`config.mk`:
```
export PLATFORM = sky130hd
export DESIGN_NAME = fifo_sync_param
export DESIGN_NICKNAME = d
export VERILOG_FILES = /design/src/rtl/fifo_sync_param.sv
export SDC_FILE = /design/constraint.sdc
export NUM_CORES = 1
export LEC_CHECK = 0
export BUFFER_PORTS_ARGS = -buffer_cell sky130_fd_sc_hd__buf_2
export CAP_MARGIN = 10
export CORE_MARGIN = 10
export CORE_UTILIZATION = 40
export CTS_CLUSTER_DIAMETER = 50
export DETAILED_ROUTE_END_ITERATION = 10
export HOLD_SLACK_MARGIN = 0.12
export PLACE_DENSITY = 0.66
export SLEW_MARGIN = 25
export SYNTH_ARGS = -nofsm -noshare
export SYNTH_HDL_FRONTEND = slang
export SYNTH_SLANG_ARGS = --single-unit
```
`constraint.sdc`:
```
create_clock -name clk -period 4.2 [get_ports clk]
set_input_delay 0.84 -clock clk [delete_from_list [all_inputs] [get_ports clk]]
set_output_delay 0.84 -clock clk [all_outputs]
set_load 0.03 [all_outputs]
```
`src/rtl/fifo_sync_param.sv`:
```
// Single-clock parametrised FIFO with occupancy count, thresholds and error pulses.
// Define FIFO_FWFT_EN for first-word-fall-through reads; default is registered reads.
module fifo_sync_param #(
  parameter int DATA_W    = 8,
  parameter int ADDR_W    = 4,
  parameter int AFULL_TH  = (2 ** ADDR_W) - 2,
  parameter int AEMPTY_TH = 2
) (
  input  logic              clk,
  input  logic              rst,
  input  logic              wrEn,
  input  logic [DATA_W-1:0] wrData,
  input  logic              rdEn,
  output logic [DATA_W-1:0] rdData,
  output logic              rdValid,
  output logic              fifoFull,
  output logic              fifoEmpty,
  output logic              almostFull,
  output logic              almostEmpty,
  output logic [ADDR_W:0]   fifoCount,
  output logic              overflow,
  output logic              underflow
);

  localparam int DEPTH = 2 ** ADDR_W;
  localparam int CNT_W = ADDR_W + 1;

  localparam logic [CNT_W-1:0] ONE        = CNT_W'(1);
  localparam logic [CNT_W-1:0] FULL_CNT   = CNT_W'(DEPTH);
  localparam logic [CNT_W-1:0] AFULL_CNT  = CNT_W'(AFULL_TH);
  localparam logic [CNT_W-1:0] AEMPTY_CNT = CNT_W'(AEMPTY_TH);

  logic [DATA_W-1:0] mem [DEPTH];
  logic [CNT_W-1:0]  wrPtr;
  logic [CNT_W-1:0]  rdPtr;
  logic [CNT_W-1:0]  count;
  logic [ADDR_W-1:0] wrAddr;
  logic [ADDR_W-1:0] rdAddr;
  logic              wrAcc;
  logic              rdAcc;

  assign wrAddr = wrPtr[ADDR_W-1:0];
  assign rdAddr = rdPtr[ADDR_W-1:0];

  assign fifoCount   = count;
  assign fifoFull    = (count == FULL_CNT);
  assign fifoEmpty   = (count == '0);
  assign almostFull  = (count >= AFULL_CNT);
  assign almostEmpty = (count <= AEMPTY_CNT);

  // A read frees a slot in the same edge, so a full FIFO still takes a write
  assign rdAcc = rdEn && !fifoEmpty;
  assign wrAcc = wrEn && (!fifoFull || rdAcc);

  always_ff @(posedge clk) begin
    if (wrAcc) begin
      mem[wrAddr] <= wrData;
    end
  end

  always_ff @(posedge clk or posedge rst) begin
    if (rst) begin
      wrPtr     <= '0;
      rdPtr     <= '0;
      count     <= '0;
      overflow  <= 1'b0;
      underflow <= 1'b0;
    end else begin
      if (wrAcc) begin
        wrPtr <= wrPtr + ONE;
      end
      if (rdAcc) begin
        rdPtr <= rdPtr + ONE;
      end
      unique case (1'b1)
        (wrAcc && !rdAcc): count <= count + ONE;
        (rdAcc && !wrAcc): count <= count - ONE;
        default:           count <= count;
      endcase
      overflow  <= wrEn && !wrAcc;
      underflow <= rdEn && !rdAcc;
    end
  end

`ifdef FIFO_FWFT_EN
  // Head word is shown directly; forced to zero while nothing is stored
  assign rdData  = fifoEmpty ? '0 : mem[rdAddr];
  assign rdValid = !fifoEmpty;
`else
  always_ff @(posedge clk or posedge rst) begin
    if (rst) begin
      rdData  <= '0;
      rdValid <= 1'b0;
    end else begin
      rdValid <= rdAcc;
      if (rdAcc) begin
        rdData <= mem[rdAddr];
      end
    end
  end
`endif

endmodule
```
==> results_dict.tcl <==
set metrics [dict create \
    outcome "completed" \
    cts_buffers 17 \
    synth-edff-count 128 \
    synthesis.yosys.warnings 0 \
    p_leak_nw 2.46 \
    synth.area.top_cells "sky130_fd_sc_hd__edfxtp_1, sky130_fd_sc_hd__mux4_2, sky130_fd_sc_hd__dfrtp_1, sky130_fd_sc_hd__mux2i_1, sky130_fd_sc_hd__ha_1" \
    synth.cell_area_um2 6120 \
    combinational_fraction_of_design_power_pct 29.6 \
    worstSetupStartpointType "flip-flop" \
    remaining_drc_errors 0 \
    ctsHtreeMaxLevel 4 \
    grt_max_degree 35 \
    cap_violations 0 \
    grt_util_all_layers_pct 12.3 \
    overflow 0 \
    synthMuxAreaShare_pct 15.1 \
    share_of_cells_above_drive_strength_1_pct 29.1 \
    total_count_of_hold_check_failures_in_the_final_report 0 \
    post_synth_xor_area_fraction_pct 1.29 \
    cts.sink_count 152 \
    detailroute.via_count 3063 \
    synth-compound-area-share_pct 2.82 \
    routed-wl-met2_um 5660 \
    placement_stage_worst_setup_slack_ps 1240 \
    flow.area_growth_from_synthesis_pct 14.8 \
    clk_pin_slew_worst_paths_ps 60 \
    nets 389 \
    netSwitchingFraction_pct 32.8 \
    timing.final.crit_share_pct 70.4 \
    clkPwrFrac_pct 27.4 \
    topRoutingLayerUsed "met4" \
    timing.max_slew.rel_slack_pct 32.0 \
    clock_path_buffers 2 \
    crit_arrival_ps 3260 \
    wl_met3_um 720 \
    worstSkewPairLatency_ps 420 \
    die_height_um 144 \
    finalPower_mw 4.85 \
    final_antenna_net_count 0 \
    tightestPinTransition_ps 1020 \
    io_buffer_count 31 \
    postSynthNetCount 345 \
    list_of_most_frequent_post_synthesis_cells "sky130_fd_sc_hd__edfxtp_1, sky130_fd_sc_hd__mux4_2, sky130_fd_sc_hd__dfrtp_1" \
    finish.utilization_pct 46.6 \
    min-delay-path-class "in -> async" \
    combinational_family_with_the_most_area_after_synthesis "multiplexers" \
    gp_routability_congestion 0.839 \
    timing_worst_setup_path_type "reg -> reg" \
    p_per_area_nw_per_um2 690 \
    netlist.top_cell.by_area "sky130_fd_sc_hd__edfxtp_1" \
    hold_ws_ps 483 \
    synth_seq_cells 152 \
    timing.setup.tns_ps 0 \
    achievable-frequency_mhz 338 \
    synth_top_cell_area_share_pct 62.8 \
    p_switching_mw 1.59 \
    simple_gate_portion_of_the_synthesized_area_pct 4.52 \
    synth-adder-area-share_pct 1.96 \
    wl_um 11700 \
    row_count 45 \
    initial_cell_density_of_the_core_pct 40.6 \
    unrepaired_setup_endpoints_after_global_routing "false" \
    clock_skew_ps 8.41 \
    mean_instance_size_in_the_synthesized_netlist_um2 18.9 \
    via_count_of_the_first_global_routing_pass 3266 \
    drt_first_iter_violations 253 \
    fp.dieArea_um2 20700 \
    end_kind "flip-flop" \
    post_cts_hold_buffer_count 0 \
    seqPwrFrac_pct 43.0 \
    drt-met1-wl_um 5120 \
    fin_crit_period_ps 2960 \
    postPlaceCellArea_um2 6510 \
    first_pass_iters 4 \
    dp.final_hpwl_um 7680 \
    instances_no_fill 570 \
    core_area_um2 15100 \
    synthesis.instances 324 \
    synth.yosys.seq_area_share_pct 72.6 \
    postLayoutCellArea_um2 7030 \
    timing.final.setup_violations 0 \
    antenna_found_initial 1 \
    cts.repair_timing.setup_buffer_count 0 \
    setup_ws_ps 1240 \
    yosysMostFrequentCell "sky130_fd_sc_hd__edfxtp_1" \
    final-max-slew-violation-count 0 \
    wire_per_inst_um 20.6 \
    boundaryPins 32 \
    cell_internal_pwr_mw 3.26 \
    cts_tree "done" \
    critical_path_peak_fanout 12 \
    fp.dieW_um 144 \
    top_flip_flop_cell_by_instance_count_after_synthesis "sky130_fd_sc_hd__edfxtp_1" \
    cts_repair_resize_count 0 \
    wire_length_of_the_first_global_routing_pass_um 18500 \
    synth_unique_cells 35 \
    root_buffer "sky130_fd_sc_hd__clkbuf_16" \
    irDropWorstVdd_uv 365 \
    postSynth.asyncResetShare_pct 15.8 \
    dp_cell_count 537 \
    vias_per_cell 5.37 \
    cp_data_required_time_ps 4500 \
]
## cells in the final DEF, fill, tap and decap left out, types with 3 or more instances in the layout
cell / netlist / final
sky130_fd_sc_hd__nor2_1: 16 / 16
sky130_fd_sc_hd__mux2_4: 3 / 3
sky130_fd_sc_hd__nand2_1: 20 / 20
sky130_fd_sc_hd__o221ai_1: 7 / 7
sky130_fd_sc_hd__a21oi_1: 3 / 3
sky130_fd_sc_hd__clkbuf_1: 2 / 3
sky130_fd_sc_hd__dfrtp_1: 24 / 23
sky130_fd_sc_hd__edfxtp_1: 128 / 128
sky130_fd_sc_hd__clkbuf_16: 0 / 17
sky130_fd_sc_hd__buf_2: 11 / 31
sky130_fd_sc_hd__xnor2_1: 9 / 9
sky130_fd_sc_hd__inv_1: 9 / 8
sky130_fd_sc_hd__mux4_2: 32 / 32
sky130_fd_sc_hd__clkinv_2: 0 / 6
sky130_fd_sc_hd__nor3_1: 6 / 6
sky130_fd_sc_hd__ha_1: 8 / 8
sky130_fd_sc_hd__nand2b_1: 4 / 4
sky130_fd_sc_hd__clkinv_4: 0 / 3
sky130_fd_sc_hd__buf_4: 0 / 8
sky130_fd_sc_hd__o21ai_0: 4 / 4
sky130_fd_sc_hd__mux2i_1: 16 / 16
## flip-flops by register name, indices dropped and copies added (netlist names)
name,flops
mem,128
rdData,8
fifoCount,5
rdPtr,4
wrPtr,4
overflow,1
rdValid,1
underflow,1
## worst max-delay path, cell delays in order (launching register included)
cell and delay (ps):
sky130_fd_sc_hd__dfrtp_1 450, sky130_fd_sc_hd__or3_4 450, sky130_fd_sc_hd__o31ai_4 530, sky130_fd_sc_hd__inv_2 180
sky130_fd_sc_hd__nand2_1 150, sky130_fd_sc_hd__inv_1 90, sky130_fd_sc_hd__ha_1 280, sky130_fd_sc_hd__a21o_2 210
sky130_fd_sc_hd__a21oi_1 170, sky130_fd_sc_hd__xnor2_1 80, sky130_fd_sc_hd__mux2_4 250
## kinds of logic (layout without fill, tap and decap cells)
group,Yosys count,count (layout)
AOI/OAI and AO/OA,21,21
xor gates and xnor gates,9,9
adders and majority gates,9,9
buffers and inverters,24,81
DFF,152,152
muxes,51,51
other,0,1
and+or+nand+nor,58,58
## metal layers
| layer | GRT usage, % | vias to the layer above |
|---|---|---|
| met5 | 0 | - |
| met4 | 4.89 | 0 |
| met3 | 4.29 | 17 |
| met2 | 18.9 | 87 |
| met1 | 15.5 | 1587 |
| li1 | - | 1372 |
## final timing paths
check                              from            to  slack [ps]  depth (start not counted)
max                        fifoCount[4]  fifoCount[3]        1240                         10
min                                 rst     underflow         480                          2
max reg2reg                fifoCount[4]  fifoCount[3]        1240                         10
min reg2reg                   rdData[2]     rdData[2]         530                          2
max in group asynchronous           rst      rdPtr[0]        3280                          2
min in group clk              rdData[2]     rdData[2]         530                          2
## power by group through the flow
stage               sequential [mW]  clock (mW)  combinational (mW)
floorplan                      2.13           0                1.03
global placement               2.11           0                1.44
detailed placement             2.11           0                1.46
CTS                            2.09        1.35                1.47
global route                   2.12        1.42                1.56
finish                         2.09        1.33                1.43
## cell type report
cell class,instances,area [µm²]
Fill cell,1276,8060
Sequential cell,152,4450
Multi-Input combinational cell,148,1570
Clock buffer,20,437
Tap cell,188,235
Timing Repair Buffer,39,215
Clock inverter,12,80.1
Inverter,10,37.5
Antenna cell,1,2.50
Power figures use the tool's default switching activity.
